[src/rtl/coef_loader.sv]
// Converts a 5-digit signed BCD entry into a W-bit coefficient slot.
// Define COEF_BCD_CHECK_EN to reject entries containing non-BCD digits.
module coef_loader #(
  parameter  int NCOEF = 4,
  parameter  int W     = 18,
  localparam int SW    = (NCOEF > 1) ? $clog2(NCOEF) : 1
) (
  input  logic               clk,
  input  logic               reset,
  input  logic               load_req,
  input  logic [19:0]        digits,
  input  logic               neg,
  input  logic [SW-1:0]      slot,
  input  logic               clear,
  output logic               busy,
  output logic               done,
  output logic               err,
  output logic [NCOEF*W-1:0] coef_flat
);

  typedef enum logic [1:0] {
    IDLE  = 2'd0,
    CONV  = 2'd1,
    WRITE = 2'd2
  } state_t;

  state_t          state_q, state_d;
  logic [W-1:0]    acc_q, acc_d;
  logic [2:0]      idx_q, idx_d;
  logic [19:0]     dig_q, dig_d;
  logic            neg_q, neg_d;
  logic [SW-1:0]   slot_q, slot_d;
  logic            busy_q, busy_d;
  logic            done_q, done_d;
  logic            wr_en, clr;
  logic            slot_ok;
  logic [3:0]      cur;
  logic [W-1:0]    acc_mac;
  logic [W-1:0]    wr_val;
  logic [W-1:0]    coef_q [NCOEF];

  assign slot_ok = int'(slot) < NCOEF;
  assign cur     = dig_q[{idx_q, 2'b00} +: 4];
  // acc*10 as shift-add, wrapping modulo 2^W
  assign acc_mac = (acc_q << 3) + (acc_q << 1) + W'(cur);
  assign wr_val  = neg_q ? -acc_q : acc_q;

`ifdef COEF_BCD_CHECK_EN
  logic err_q, err_d;
  logic bcd_bad;

  always_comb begin
    bcd_bad = 1'b0;
    for (int k = 0; k < 5; k++) begin
      if (dig_q[4*k +: 4] > 4'd9) bcd_bad = 1'b1;
    end
  end

  assign err = err_q;
`else
  assign err = 1'b0;
`endif

  always_comb begin
    state_d = state_q;
    acc_d   = acc_q;
    idx_d   = idx_q;
    dig_d   = dig_q;
    neg_d   = neg_q;
    slot_d  = slot_q;
    busy_d  = busy_q;
    done_d  = 1'b0;
    wr_en   = 1'b0;
    clr     = 1'b0;
`ifdef COEF_BCD_CHECK_EN
    err_d   = err_q;
`endif
    if (clear) begin
      state_d = IDLE;
      acc_d   = '0;
      busy_d  = 1'b0;
      clr     = 1'b1;
`ifdef COEF_BCD_CHECK_EN
      err_d   = 1'b0;
`endif
    end else begin
      unique case (state_q)
        IDLE: begin
          if (load_req && slot_ok) begin
            dig_d   = digits;
            neg_d   = neg;
            slot_d  = slot;
            acc_d   = '0;
            idx_d   = 3'd4;
            busy_d  = 1'b1;
            state_d = CONV;
`ifdef COEF_BCD_CHECK_EN
            err_d   = 1'b0;
`endif
          end
        end
        CONV: begin
          acc_d = acc_mac;
          idx_d = idx_q - 3'd1;
          if (idx_q == 3'd0) state_d = WRITE;
`ifdef COEF_BCD_CHECK_EN
          // invalid entry aborts on the first conversion edge
          if (idx_q == 3'd4 && bcd_bad) begin
            acc_d   = acc_q;
            idx_d   = idx_q;
            busy_d  = 1'b0;
            err_d   = 1'b1;
            state_d = IDLE;
          end
`endif
        end
        WRITE: begin
          wr_en   = 1'b1;
          done_d  = 1'b1;
          busy_d  = 1'b0;
          state_d = IDLE;
        end
        default: state_d = IDLE;
      endcase
    end
  end

  always_ff @(posedge clk or negedge reset) begin
    if (!reset) begin
      state_q <= IDLE;
      acc_q   <= '0;
      idx_q   <= '0;
      dig_q   <= '0;
      neg_q   <= 1'b0;
      slot_q  <= '0;
      busy_q  <= 1'b0;
      done_q  <= 1'b0;
    end else begin
      state_q <= state_d;
      acc_q   <= acc_d;
      idx_q   <= idx_d;
      dig_q   <= dig_d;
      neg_q   <= neg_d;
      slot_q  <= slot_d;
      busy_q  <= busy_d;
      done_q  <= done_d;
    end
  end

`ifdef COEF_BCD_CHECK_EN
  always_ff @(posedge clk or negedge reset) begin
    if (!reset) err_q <= 1'b0;
    else        err_q <= err_d;
  end
`endif

  always_ff @(posedge clk or negedge reset) begin
    if (!reset) begin
      for (int k = 0; k < NCOEF; k++) coef_q[k] <= '0;
    end else if (clr) begin
      for (int k = 0; k < NCOEF; k++) coef_q[k] <= '0;
    end else if (wr_en) begin
      coef_q[slot_q] <= wr_val;
    end
  end

  assign busy = busy_q;
  assign done = done_q;

  for (genvar g = 0; g < NCOEF; g++) begin : g_flat
    assign coef_flat[g*W +: W] = coef_q[g];
  end

endmodule
[config.mk]
export PLATFORM = sky130hd
export DESIGN_NAME = coef_loader
export DESIGN_NICKNAME = d
export VERILOG_FILES = /design/src/rtl/coef_loader.sv
export SDC_FILE = /design/constraint.sdc
export NUM_CORES = 1
export LEC_CHECK = 0
export CORE_MARGIN = 8
export CORE_UTILIZATION = 53
export CTS_CLUSTER_DIAMETER = 150
export DETAILED_ROUTE_END_ITERATION = 10
export GPL_ROUTABILITY_DRIVEN = 0
export GPL_TIMING_DRIVEN = 0
export PLACE_DENSITY = 0.81
export SYNTH_ARGS = -nofsm -noshare
export SYNTH_HDL_FRONTEND = slang
export SYNTH_SLANG_ARGS = --single-unit
[constraint.sdc]
create_clock -name clk -period 3.9 [get_ports clk]
set_clock_uncertainty 0.05 [all_clocks]
set_input_delay 0.585 -clock clk [delete_from_list [all_inputs] [get_ports clk]]
set_output_delay 0.585 -clock clk [all_outputs]
set_load 0.01 [all_outputs]
-- Yosys cells after proc, flatten, opt, wreduce, memory -nomap -nowiden
Cells that the tools add are included.
- register bits after elaboration: 120
- input port bits: 27
- word-level logic and storage cells: 59
- mux-type cells: 21
- shifts and indexed selects: 1
- add/subtract/negate cells: 4
- bitwise logic cells: 2
- equality and inequality tests: 5
- $lt $le $gt $ge: 2
- reduce and logical (&&, ||, !) cells: 12
- operators by type and width (kind ; count):
    two-way mux 72 bit ; 2
    bitwise mux 72 bit ; 1
    two-way mux 18 bit ; 4
    demux 18 bit (select 2 bit) ; 1
    case mux 18 bit (2 select lines) ; 1
    variable part select 20 x 6 -> 4 bit ; 1
    adder 18 bit ; 1
    adder 18 x 4 -> 18 bit ; 1
    negator 18 bit ; 1
    two-way mux 2 bit ; 3
    inequality test 3 bit, second input constant ; 2
    case mux 3 bit (2 select lines) ; 1
    AND reduction 2 bit ; 3
    AND reduction 3 bit ; 2
    nonzero test 3 bit ; 2
    two-way mux 1 bit ; 5
    case mux 2 bit (2 select lines) ; 1
    nonzero test 2 bit ; 2
    greater-or-equal comparator 3 bit, second input constant ; 1
    logical NOT 3 bit ; 1
    less-than comparator 3 x 1 -> 1 bit, second input constant ; 1
    two-way mux 3 bit ; 1
    inverter 2 -> 3 bit ; 1
    subtractor 3 x 1 -> 3 bit, second input constant ; 1
    other kinds (7) ; 7

-- Logic depth before layout (Yosys ltp)
Gate-level depths: netlist (run 1).
- depth in word-level cells: 8
- mapped depth: 15

-- Least setup slack after synthesis (run 1)
No wires, ideal clock.
- path type: reg2reg
- start point: reg idx_q[0]
- end point: reg acc_q[16]
- arrival: 2.986 ns
- clock period less this slack: 3.173 ns
- stages on the path, launching flop included: 13
- setup time: 0.137 ns
- data required time: 3.713 ns
- path slack: 0.727 ns
- buffers on the path: 1
- cell sequence: dfrtp_1 buf_1 mux2i_1 o21ai_0 a21oi_1 fa_1 fa_1 nor2b_1 o2111ai_1 a21oi_1 o22ai_1 mux2i_1 o211ai_1
- cells in the longest elaborated chain, start to end: 4
- RTL lines (what ; line ; RTL):
    start, declared ; 29 ; logic [2:0] idx_q, idx_d;
    start signal, assigned ; 141 ; idx_q <= idx_d;
    variable part select 20 x 6 -> 4 bit ; 43 ; assign cur = dig_q[{idx_q, 2'b00} +: 4];
    adder 18 x 4 -> 18 bit ; 45 ; assign acc_mac = (acc_q << 3) + (acc_q << 1) + W'(cur);
    case mux 18 bit (2 select lines) ; 87 ; unique case (state_q)
    two-way mux 18 bit ; 78 ; if (clear) begin
    end signal, assigned ; 131 ; acc_q <= '0;
    end signal, assigned ; 140 ; acc_q <= acc_d;
    end, declared ; 28 ; logic [W-1:0] acc_q, acc_d;
Every way passes these cells.
A chain may end at the register's enable or synchronous reset.

-- Final worst setup path (run 1)
- start point: reg idx_q[2]
- end point: reg acc_q[15]
The elaborated chain is that of the path after synthesis.

==> results of run 1 <==
## cell families (layout without fill, tap and decap cells)
family | count (synthesis) | in the layout
simple gates | 172 | 172
mux | 35 | 35
other cells | 1 | 1
fa+ha+maj | 35 | 35
flops | 120 | 120
buf+inv | 33 | 164
xor+xnor | 27 | 27
compound gates | 154 | 154
## layout make-up
type / instances / area, sq um
fill: 803 / 3210
sequential: 120 / 3000
multi-input combinational: 424 / 2790
timing repair buffer: 101 / 1030
clock buffer: 22 / 463
tap: 140 / 175
buffer: 23 / 115
clock inverter: 8 / 73.8
inverter: 10 / 37.5
## cells in the final DEF, fill, tap and decap left out, types with 13 or more instances in the layout
master           count
dfrtp_1            120
mux2_2              22
a21oi_1             19
xor2_1              17
ha_1                33
mux2i_1             13
clkbuf_1            18
nand2_1            104
clkdlybuf4s50_1     99
o21ai_0             90
nor2_1              24
clkbuf_16           16
## flip-flops by register name, indices dropped and copies added (netlist names)
register and flops:
acc_q 18, busy 1, dig_q 20, coef_flat 72
idx_q 3, state_q 2, done 1, neg_q 1
slot_q 2
## layer usage
metal  part of all wire, %  routed length (um)  vias up  global-route usage, %
met5                     0                   0        -                      0
met1                    39                6130     2450                   25.1
met2                    51                8010      181                   37.8
met3                   7.1                1100       28                   5.92
li1                      -                   -     2271                      -
met4                   2.0                 305        0                   7.63
## power groups by stage
| stage | clock network [uW] | logic [uW] | registers, uW |
|---|---|---|---|
| 2_1_floorplan | 0 | 695 | 1450 |
| 3_3_place_gp | 0 | 911 | 1470 |
| 3_5_place_dp | 0 | 956 | 1470 |
| 4_1_cts | 1430 | 975 | 1450 |
| 5_1_grt | 1480 | 1090 | 1470 |
| 6_report | 1410 | 981 | 1450 |
## repair_timing
item | 4_1_cts | 5_1_grt
setup buffers | 0 | 0
endpoints found under the setup margin | 0 | 6
resized for setup | 0 | 3
## per-stage QoR
stage | instances | hold slack (ns) | power [uW] | setup TNS (ns)
finish | 848 | 0.0601 | 3850 | 0
global route | 848 | 0.115 | 4040 | 0
CTS | 848 | 0.0808 | 3860 | 0
detailed placement | 818 | 0.423 | 2430 | 0
global placement | 817 | 0.412 | 2380 | -255.51
floorplan | 577 | 0.239 | 2140 | 0
## worst max-delay path by stage
| stage | to | cells past startpoint |
|---|---|---|
| final | acc_q[15] | 14 |
| after CTS | acc_q[15] | 13 |
| after detailed placement | acc_q[15] | 13 |
| after global routing | acc_q[15] | 14 |
| after floorplan | acc_q[16] | 12 |
| after global placement | coef_flat[39] | 1 |
==> out/metrics.csv, run 1 <==
stage,metric,value,unit
global_routing,GRT Total Usage,21.7,%
global_routing,"Remaining Overflow, GRT",0,
logic_synthesis,Synth area leaders,"dfrtp_1 51%, o21ai_0 7.6%, ha_1 7.0%",
logic_synthesis,#FFs+latches synth,120,
logic_synthesis,XOR/XNOR Fraction of Synth Area,4.24,%
logic_synthesis,largest family of logic cells by synthesized area,compound AO/OA/AOI/OAI gates,
worst_setup_path,crit path DAT,3.96,ns
logic_synthesis,Ys Warns,0,
sta,final worst path period share,92.9,%
floorplan,Initial Util,54.5,%
routing,via count,4930,
placement,HPWL after detailed placement,11.4,mm
clocking,CTS root buffer,clkbuf_8,
global_routing,largest net degree at the start of global routing,70,
cells_and_area,Util after Layout,70.6,%
worst_setup_path,CP startpoint,idx_q[2],
worst_setup_path,slowest cell on the critical path,fa_1,
worst_setup_path,R2R Setup Slk,0.28,ns
floorplan,chip width,122,um
logic_synthesis,compound-cell area share of the yosys netlist,15.2,%
cells_and_area,ant diodes,0,
routing,starting DRC count in detailed routing,564,
floorplan,CORE AREA,0.0109,sq mm
power,internal power,2640,uW
cells_and_area,post-route cell area,0.00768,sq mm
sta,clock period minus worst slack,3.62,ns
logic_synthesis,part of the Yosys area used for sequential elements,50.6,%
clocking,CTS Hold Buffers Added,0,
sta,Slew headroom,43.1,%
sta,Setup WS post-layout,0.278,ns
power,Pwr per Cell Area,501,mW/mm^2
logic_synthesis,post-synthesis mux area share,6.37,%
power,Sw Pwr,1210,uW
worst_setup_path,"CP delay by family, top",compound AO/OA/AOI/OAI gates,
placement,Port Buffers,100,
clocking,Longest Clk Path Bufs,2,
worst_setup_path,Buf/Inv on CP,2,
worst_setup_path,worst endpoint required time,4.23,ns
routing,Avg WL per Cell,18.3,um
routing,First-pass DRT Iterations,5,
power,Leakage Power,0.00342,uW
worst_setup_path,FF-to-FF Start,idx_q[2],
logic_synthesis,Mapped Nets,639,
worst_setup_path,Setup crit start kind,register,
sta,Slew @ Worst Pin,0.851,ns
worst_setup_path,ordered cell list for the critical path,"clkbuf_1, nor2b_1, nand2_1, o21ai_0, a21oi_1, fa_1, inv_1, ha_1, a21oi_1, nand4b_1, a211oi_2, nor3_2, a311oi_1, o21ai_0",
cells_and_area,layout cells sized above 1,10.3,%
logic_synthesis,simple-gate portion of the synthesized area,13.4,%
worst_setup_path,Worst Reg-to-Reg Cells,14,
logic_synthesis,top_reg_cell synth,dfrtp_1,
cells_and_area,Nets,759,
clocking,"Reg clk slew, reported paths",0.06,ns
global_routing,vias in the first global route,5159,
sta,final hold viol count,0,
floorplan,die span in y,122,um
global_routing,first-pass GRT wire length,25.6,mm
power,worst vdd ir,0.351,mV
routing,vias per cell,5.81,
sta,Max Clk Rate,0.276,GHz
logic_synthesis,"EDFF count, synth",0,
clocking,Num Clock Sinks,120,
sta,RSZ-0062 raised after global routing,false,
placement,dpl ws,0.168,ns
floorplan,Site Rows,38,
power,clock power share,36.7,%
logic_synthesis,most frequent cells after synthesis,"120 x dfrtp_1, 104 x nand2_1, 90 x o21ai_0",
logic_synthesis,async set-or-reset flop fraction in the synthesized netlist,100,%
worst_setup_path,Crit Path Class,register to register,
clocking,Clock Latency Late Sink,0.52,ns
logic_synthesis,Synth top area share,50.6,%
cells_and_area,Layout area overhead,29.5,%
run_status,outcome,completed,
clocking,CTS tree,yes,
flow_run,MaxCap Viol Count,0,
logic_synthesis,adder-cell share of the synthesized area,7.63,%
worst_setup_path,"slowest stage delay, CP",0.56,ns
logic_synthesis,Synth Cell Area,0.00593,sq mm
clocking,H-tree depth,4,
worst_setup_path,worst-path fanout max,10,
sta,Final Setup Violations,0,
min_path,HP Class,input pin to asynchronous set/reset pin,
clocking,total CTS buffers,17,
worst_setup_path,Worst setup EP type,register,
power,Sw Ratio,31.4,%
worst_setup_path,Critical R2R Capture,acc_q[15],
logic_synthesis,Synth cell types,59,
logic_synthesis,Synth Instances,577,
routing,# DRC,0,
placement,Area after DPL,0.00713,sq mm
power,Gate power share,25.5,%
power,Flop pwr share,37.8,%
logic_synthesis,Avg Inst Size Synth,10.3,sq um
floorplan,IO Count,102,
sta,max-slew violation total from the final report,0,
routing,final wirelength,15.5,mm
routing,"antenna viol nets, final",0,
floorplan,full die area,0.0148,sq mm
logic_synthesis,"count leader, synth",dfrtp_1,
global_routing,initial antenna violation count,0,
logic_synthesis,"area leader, netlist",dfrtp_1,
(Power assumes the default switching activity.)
==> run 2: changes to the inputs <==
==> config.mk (replaced) <==
export PLATFORM = sky130hd
export DESIGN_NAME = coef_loader
export DESIGN_NICKNAME = d
export VERILOG_FILES = /design/src/rtl/coef_loader.sv
export SDC_FILE = /design/constraint.sdc
export NUM_CORES = 1
export LEC_CHECK = 0
export CORE_UTILIZATION = 30
export CTS_CLUSTER_DIAMETER = 150
export DETAILED_ROUTE_END_ITERATION = 10
export GPL_ROUTABILITY_DRIVEN = 0
export GPL_TIMING_DRIVEN = 0
export PLACE_DENSITY = 0.51
export SYNTH_ARGS = -nofsm -noshare
export SYNTH_HDL_FRONTEND = slang
export SYNTH_SLANG_ARGS = --single-unit
==> out/metrics.csv, run 2 (synthesized netlist as in run 1, its figures left out) <==
stage,metric,value,unit,change
run_status,outcome,completed,,
clocking,Setup Buffers After CTS,0,,unchanged
floorplan,die span in y,143,um,+17%
sta,max-slew violation total from the final report,0,,unchanged
flow_run,MaxCap Viol Count,0,,unchanged
cells_and_area,ant diodes,0,,unchanged
worst_setup_path,Crit Path Class,register to register,,
cells_and_area,Nets,760,,+0.13%
routing,# DRC,0,,unchanged
cells_and_area,"commonest non-fill, non-tap cell in the layout",dfrtp_1,,
power,Leakage Power,0.00345,uW,+0.87%
routing,"antenna viol nets, final",0,,unchanged
cells_and_area,layout cells sized above 1,10.7,%,+0.38 points
worst_setup_path,Setup crit start kind,register,,
routing,final wirelength,15.3,mm,-1.5%
sta,setup TNS,0,ns,unchanged
worst_setup_path,Critical R2R Capture,acc_q[16],,
sta,final worst path period share,92.0,%,-0.86 points
worst_setup_path,R2R Setup Slk,0.31,ns,+0.03 ns
sta,clock period minus worst slack,3.59,ns,-0.0336 ns
routing,First-pass DRT Iterations,4,,-1
placement,dpl ws,0.135,ns,-0.0329 ns
cells_and_area,max FFs per register,72,,unchanged
routing,via count,4722,,-4.2%
global_routing,largest net degree at the start of global routing,96,,+37%
min_path,Hold Crit Start,coef_flat[43],,
sta,Setup WS post-layout,0.311,ns,+0.0336 ns
sta,Final Setup Violations,0,,unchanged
global_routing,GRT Total Usage,15.6,%,-6.1 points
global_routing,initial antenna violation count,0,,unchanged
power,Pwr per Cell Area,509,mW/mm^2,+1.6%
floorplan,Site Rows,51,,+34%
placement,Area after DPL,0.00729,sq mm,+2.2%
cells_and_area,Layout fillers,1907,,+140%
clocking,Num Clock Sinks,120,,unchanged
clocking,Clock Latency Late Sink,0.42,ns,-0.10 ns
sta,final hold viol count,0,,unchanged
placement,Port Buffers,100,,unchanged
power,worst vdd ir,0.324,mV,-7.5%
floorplan,IO Count,102,,unchanged
sta,Slew @ Worst Pin,0.919,ns,+0.0677 ns
clocking,total CTS buffers,17,,unchanged
min_path,HP Class,register to register,,
cells_and_area,post-route insts no fill,976,,+15%
sta,Slew headroom,38.6,%,-4.5 points
sta,RSZ-0062 raised after global routing,false,,
worst_setup_path,Worst setup EP type,register,,
routing,Avg WL per Cell,15.7,um,-14%
clocking,Longest Clk Path Bufs,2,,unchanged
routing,starting DRC count in detailed routing,276,,-51%
worst_setup_path,Worst Reg-to-Reg Cells,13,,-1
global_routing,"Remaining Overflow, GRT",0,,unchanged
clocking,H-tree depth,4,,unchanged
worst_setup_path,FF-to-FF Start,idx_q[2],,
floorplan,chip width,143,um,+17%
worst_setup_path,crit path DAT,3.81,ns,-0.15 ns
cells_and_area,post-route cell area,0.00792,sq mm,+3.1%
floorplan,CORE AREA,0.0194,sq mm,+78%
placement,cell total after placement,943,,+15%
clocking,CTS tree,yes,,
placement,HPWL after detailed placement,11.4,mm,+0.17%
worst_setup_path,worst endpoint required time,4.12,ns,-0.11 ns
cells_and_area,Layout area overhead,33.5,%,
min_path,hold depth,2,,
cells_and_area,most frequent cells in the layout,"120 x dfrtp_1, 104 x nand2_1, 99 x clkdlybuf4s50_1, 90 x o21ai_0, 33 x ha_1",,
global_routing,first-pass GRT wire length,24.1,mm,-5.8%
global_routing,vias in the first global route,4609,,-11%
sta,Max Clk Rate,0.279,GHz,+0.94%
min_path,Hold Path Sink,coef_flat[43],,
worst_setup_path,worst-path fanout max,10,,unchanged
floorplan,full die area,0.0203,sq mm,+37%
clocking,CTS root buffer,clkbuf_16,,
clocking,"Reg clk slew, reported paths",0.05,ns,about the same
routing,vias per cell,4.84,,-17%
floorplan,Initial Util,30.6,%,-24 points
-- run 2: cell types whose count changed in the layout (fill, tap and decap cells not counted) --
cell / previous run / this run
clkbuf_8: 6 / 2
clkinv_4: 1 / 4
bufinv_16: 1 / 3
clkinv_2: 4 / 2
inv_6: 0 / 2
buf_4: 2 / 1
buf_6: 0 / 1
clkbuf_1: 18 / 17
clkbuf_16: 16 / 17
clkinvlp_4: 2 / 3
dlygate4sd3_1: 0 / 1
-- run 2: how the worst max path moves through the flow --
stage	from	to	slack, ns	cells past startpoint
after floorplan	idx_q[0]	acc_q[16]	0.73	12
after global placement	reset	coef_flat[31]	-2.46	1
after detailed placement	idx_q[0]	acc_q[15]	0.14	13
after CTS	idx_q[0]	acc_q[15]	0.10	13
after global routing	idx_q[2]	acc_q[15]	0.12	14
final	idx_q[2]	acc_q[16]	0.31	13
-- run 2: repair_timing --
item                                    CTS  global route
endpoints found under the hold margin    25             0
gates resized for setup                   0             3
hold buffers                              1             0
endpoints found under the setup margin    0             3
-- run 2: power breakdown --
group | switching, uW | leakage [uW] | total (uW) | internal (uW)
clock network | 600 | 0.000287 | 1610 | 1010
registers | 91.3 | 0.00162 | 1450 | 1360
logic | 573 | 0.00154 | 970 | 398
-- run 2: per-stage QoR --
stage | power [uW] | hold slack, ns | util, %
after global routing | 4260 | 0.460 | 40.8
after detailed placement | 2460 | 0.407 | 37.6
after CTS | 4080 | 0.434 | 40.8
final | 4030 | 0.430 | 40.8
after global placement | 2430 | 0.414 | 37.5
after floorplan | 2140 | 0.239 | -
-- run 2: critical path, stage by stage (launching register included) --
cell	delay, ns
dfrtp_1	0.32
clkbuf_1	0.35
nor2b_1	0.36
nand2_1	0.08
o21ai_0	0.09
a21oi_1	0.12
fa_1	0.49
fa_1	0.46
nor2b_1	0.17
o2111ai_1	0.15
a21oi_1	0.34
o22ai_1	0.18
mux2i_1	0.18
o211ai_1	0.10
-- run 2: layout make-up --
class | count | area, sq um | share of cell area [%]
Buffer | 23 | 115 | 1.45
Clock inverter | 14 | 175 | 2.21
Tap cell | 265 | 332 | 4.19
Timing Repair Buffer | 102 | 1040 | 13.1
Sequential cell | 120 | 3000 | 37.9
Multi-Input combinational cell | 424 | 2790 | 35.2
Inverter | 10 | 37.5 | 0.474
Clock buffer | 18 | 429 | 5.42
-- run 2: per-layer routing --
metal	vias up	wire length, um	track usage, %
met5	-	0	0
met4	0	176	5.66
met3	13	672	3.29
met2	117	7540	25.7
met1	2318	6920	20.1
li1	2274	-	-
==> run 3: changes to the inputs <==
--- a/config.mk
+++ b/config.mk
@@ -8,7 +8,7 @@
 export CORE_UTILIZATION = 30
 export CTS_CLUSTER_DIAMETER = 150
 export DETAILED_ROUTE_END_ITERATION = 10
-export GPL_ROUTABILITY_DRIVEN = 0
+export GPL_ROUTABILITY_DRIVEN = 1
 export GPL_TIMING_DRIVEN = 0
 export PLACE_DENSITY = 0.51
 export SYNTH_ARGS = -nofsm -noshare
==> out/metrics.csv, run 3 (synthesized netlist as in run 1, its figures left out) <==
stage,metric,value,unit,change
run_status,outcome,completed,,
global_routing,largest net degree at the start of global routing,96,,unchanged
clocking,Num Clock Sinks,120,,unchanged
power,Leakage Power,0.00344,uW,-0.11%
worst_setup_path,worst endpoint required time,4.13,ns,about the same
cells_and_area,max FFs per register,72,,unchanged
min_path,Hold Path Sink,coef_flat[42],,
flow_run,MaxCap Viol Count,0,,unchanged
worst_setup_path,FF-to-FF Start,idx_q[0],,
global_routing,first-pass GRT wire length,24.5,mm,+1.6%
worst_setup_path,Crit Path Class,register to register,,
clocking,H-tree depth,4,,unchanged
sta,max-slew violation total from the final report,0,,unchanged
worst_setup_path,Worst Reg-to-Reg Cells,13,,unchanged
clocking,CTS tree,yes,,
global_routing,initial antenna violation count,0,,unchanged
cells_and_area,Nets,759,,-0.13%
clocking,Clock Latency Late Sink,0.42,ns,about the same
cells_and_area,"commonest non-fill, non-tap cell in the layout",dfrtp_1,,
power,Gate power share,23.5,%,-0.6 points
clocking,Longest Clk Path Bufs,2,,unchanged
min_path,Hold Crit Start,coef_flat[42],,
worst_setup_path,R2R Setup Slk,0.31,ns,about the same
global_routing,met2 Use GR,25.6,%,-0.13 points
sta,Slew headroom,39.7,%,+1.1 points
floorplan,IO Count,102,,unchanged
placement,Port Buffers,100,,unchanged
cells_and_area,most frequent cells in the layout,"120 x dfrtp_1, 104 x nand2_1, 99 x clkdlybuf4s50_1, 90 x o21ai_0, 33 x ha_1",,
placement,cell total after placement,943,,unchanged
worst_setup_path,crit path DAT,3.82,ns,about the same
routing,final wirelength,15.3,mm,about the same
worst_setup_path,slowest cell on the critical path,fa_1,,
global_routing,GRT Total Usage,15.6,%,+0.059 points
sta,final worst path period share,92.0,%,about the same
floorplan,die span in y,143,um,unchanged
clocking,CTS root buffer,clkbuf_16,,
cells_and_area,ant diodes,0,,unchanged
floorplan,chip width,143,um,unchanged
floorplan,CORE AREA,0.0194,sq mm,unchanged
worst_setup_path,worst-path fanout max,10,,unchanged
worst_setup_path,Setup crit start kind,register,,
sta,clock period minus worst slack,3.59,ns,-0.00172 ns
placement,HPWL after detailed placement,11.3,mm,-0.23%
worst_setup_path,Critical R2R Capture,acc_q[15],,
routing,"antenna viol nets, final",0,,unchanged
power,internal power,2780,uW,+0.44%
routing,# DRC,0,,unchanged
routing,Avg WL per Cell,15.7,um,about the same
sta,Final Setup Violations,0,,unchanged
power,Flop pwr share,36.1,%,about the same
clocking,"Reg clk slew, reported paths",0.06,ns,about the same
cells_and_area,post-route insts no fill,975,,-0.10%
global_routing,met3 usage,3.29,%,unchanged
power,worst vdd ir,0.280,mV,-14%
global_routing,"Remaining Overflow, GRT",0,,unchanged
worst_setup_path,Worst setup EP type,register,,
routing,via count,4695,,-0.57%
sta,Slew @ Worst Pin,0.902,ns,-0.0167 ns
routing,First-pass DRT Iterations,6,,+2
global_routing,vias in the first global route,4653,,+0.95%
sta,final hold viol count,0,,unchanged
power,Sw Ratio,31.4,%,+0.032 points
cells_and_area,Util after Layout,40.8,%,about the same
min_path,HP Class,register to register,,
floorplan,full die area,0.0203,sq mm,unchanged
cells_and_area,layout cells sized above 1,10.6,%,-0.13 points
power,Pwr per Cell Area,512,mW/mm^2,+0.57%
sta,RSZ-0062 raised after global routing,false,,
worst_setup_path,"slowest stage delay, CP",0.55,ns,+0.06 ns
routing,vias per cell,4.82,,-0.47%
worst_setup_path,ordered cell list for the critical path,"clkbuf_2, mux2i_1, o21ai_0, a21oi_1, fa_1, inv_1, ha_1, a21oi_1, nand4b_1, a211oi_1, nor3_1, a311oi_1, o21ai_0",,
clocking,Setup Buffers After CTS,0,,unchanged
floorplan,Site Rows,51,,unchanged
power,clock power share,40.4,%,+0.5 points
min_path,hold depth,2,,unchanged
cells_and_area,Layout area overhead,33.4,%,about the same
global_routing,global-route met1 utilization,20.3,%,+0.23 points
power,Sw Pwr,1270,uW,+0.59%
floorplan,Initial Util,30.6,%,unchanged
global_routing,layer with the highest usage,met2,,
placement,gp weighted congestion,0.819,,
clocking,total CTS buffers,17,,unchanged
routing,starting DRC count in detailed routing,223,,-19%
sta,Max Clk Rate,0.279,GHz,about the same
## run 3: final cells by class
| cell class | count | area, sq um |
|---|---|---|
| sequential | 120 | 3000 |
| tap | 265 | 332 |
| inverter | 10 | 37.5 |
| multi-input combinational | 424 | 2780 |
| clock buffer | 18 | 439 |
| fill | 1883 | 11500 |
| buffer | 22 | 111 |
| timing repair buffer | 102 | 1040 |
| clock inverter | 14 | 173 |
## run 3: timing repair
action | in CTS | in global routing
endpoints found under the hold margin | 25 | 0
hold buffers | 1 | 0
gates resized for setup | 0 | 1
setup endpoints to repair | 0 | 5
## run 3: worst max-delay path, delay by kind of cell (launching register included)
kind	cells	cell delay, ns
buffers and inverters	2	0.32
adder cells (fa/ha/maj)	2	0.82
multiplexers	1	0.17
AO/OA/AOI/OAI	6	1.29
AND/OR/NAND/NOR	2	0.40
flip-flops	1	0.41
## run 3: routing by layer
layer	vias to the layer above	wire length, um	part of all wire, %
met5	-	0	0
met2	102	7420	48
met4	0	257	1.7
met1	2310	7090	46
li1	2263	-	-
met3	20	546	3.6
## run 3: how the worst max path moves through the flow
stage | endpoint | cells past startpoint | slack [ns] | start
floorplan | acc_q[16] | 12 | 0.73 | idx_q[0]
global placement | coef_flat[31] | 1 | -2.50 | reset
detailed placement | acc_q[15] | 13 | 0.09 | idx_q[0]
CTS | acc_q[15] | 13 | 0.08 | idx_q[0]
global route | acc_q[15] | 13 | 0.12 | idx_q[2]
finish | acc_q[15] | 13 | 0.31 | idx_q[0]
## run 3: through the flow
stage	hold WS (ns)	TNS (ns)	setup slack, ns	area [sq um]	power [uW]
after floorplan	0.239	0	0.727	5930	2140
after global placement	0.414	-299.39	-2.50	7270	2430
after detailed placement	0.410	0	0.0924	7290	2450
after CTS	0.432	0	0.0841	7920	4090
after global routing	0.452	0	0.121	7910	4260
final	0.423	0	0.313	7910	4050
## run 3: power by group through the flow
stage	sequential, uW	clock (uW)	combinational [uW]
floorplan	1450	0	695
global placement	1470	0	956
detailed placement	1470	0	979
CTS	1450	1650	983
global route	1480	1710	1070
finish	1460	1630	951
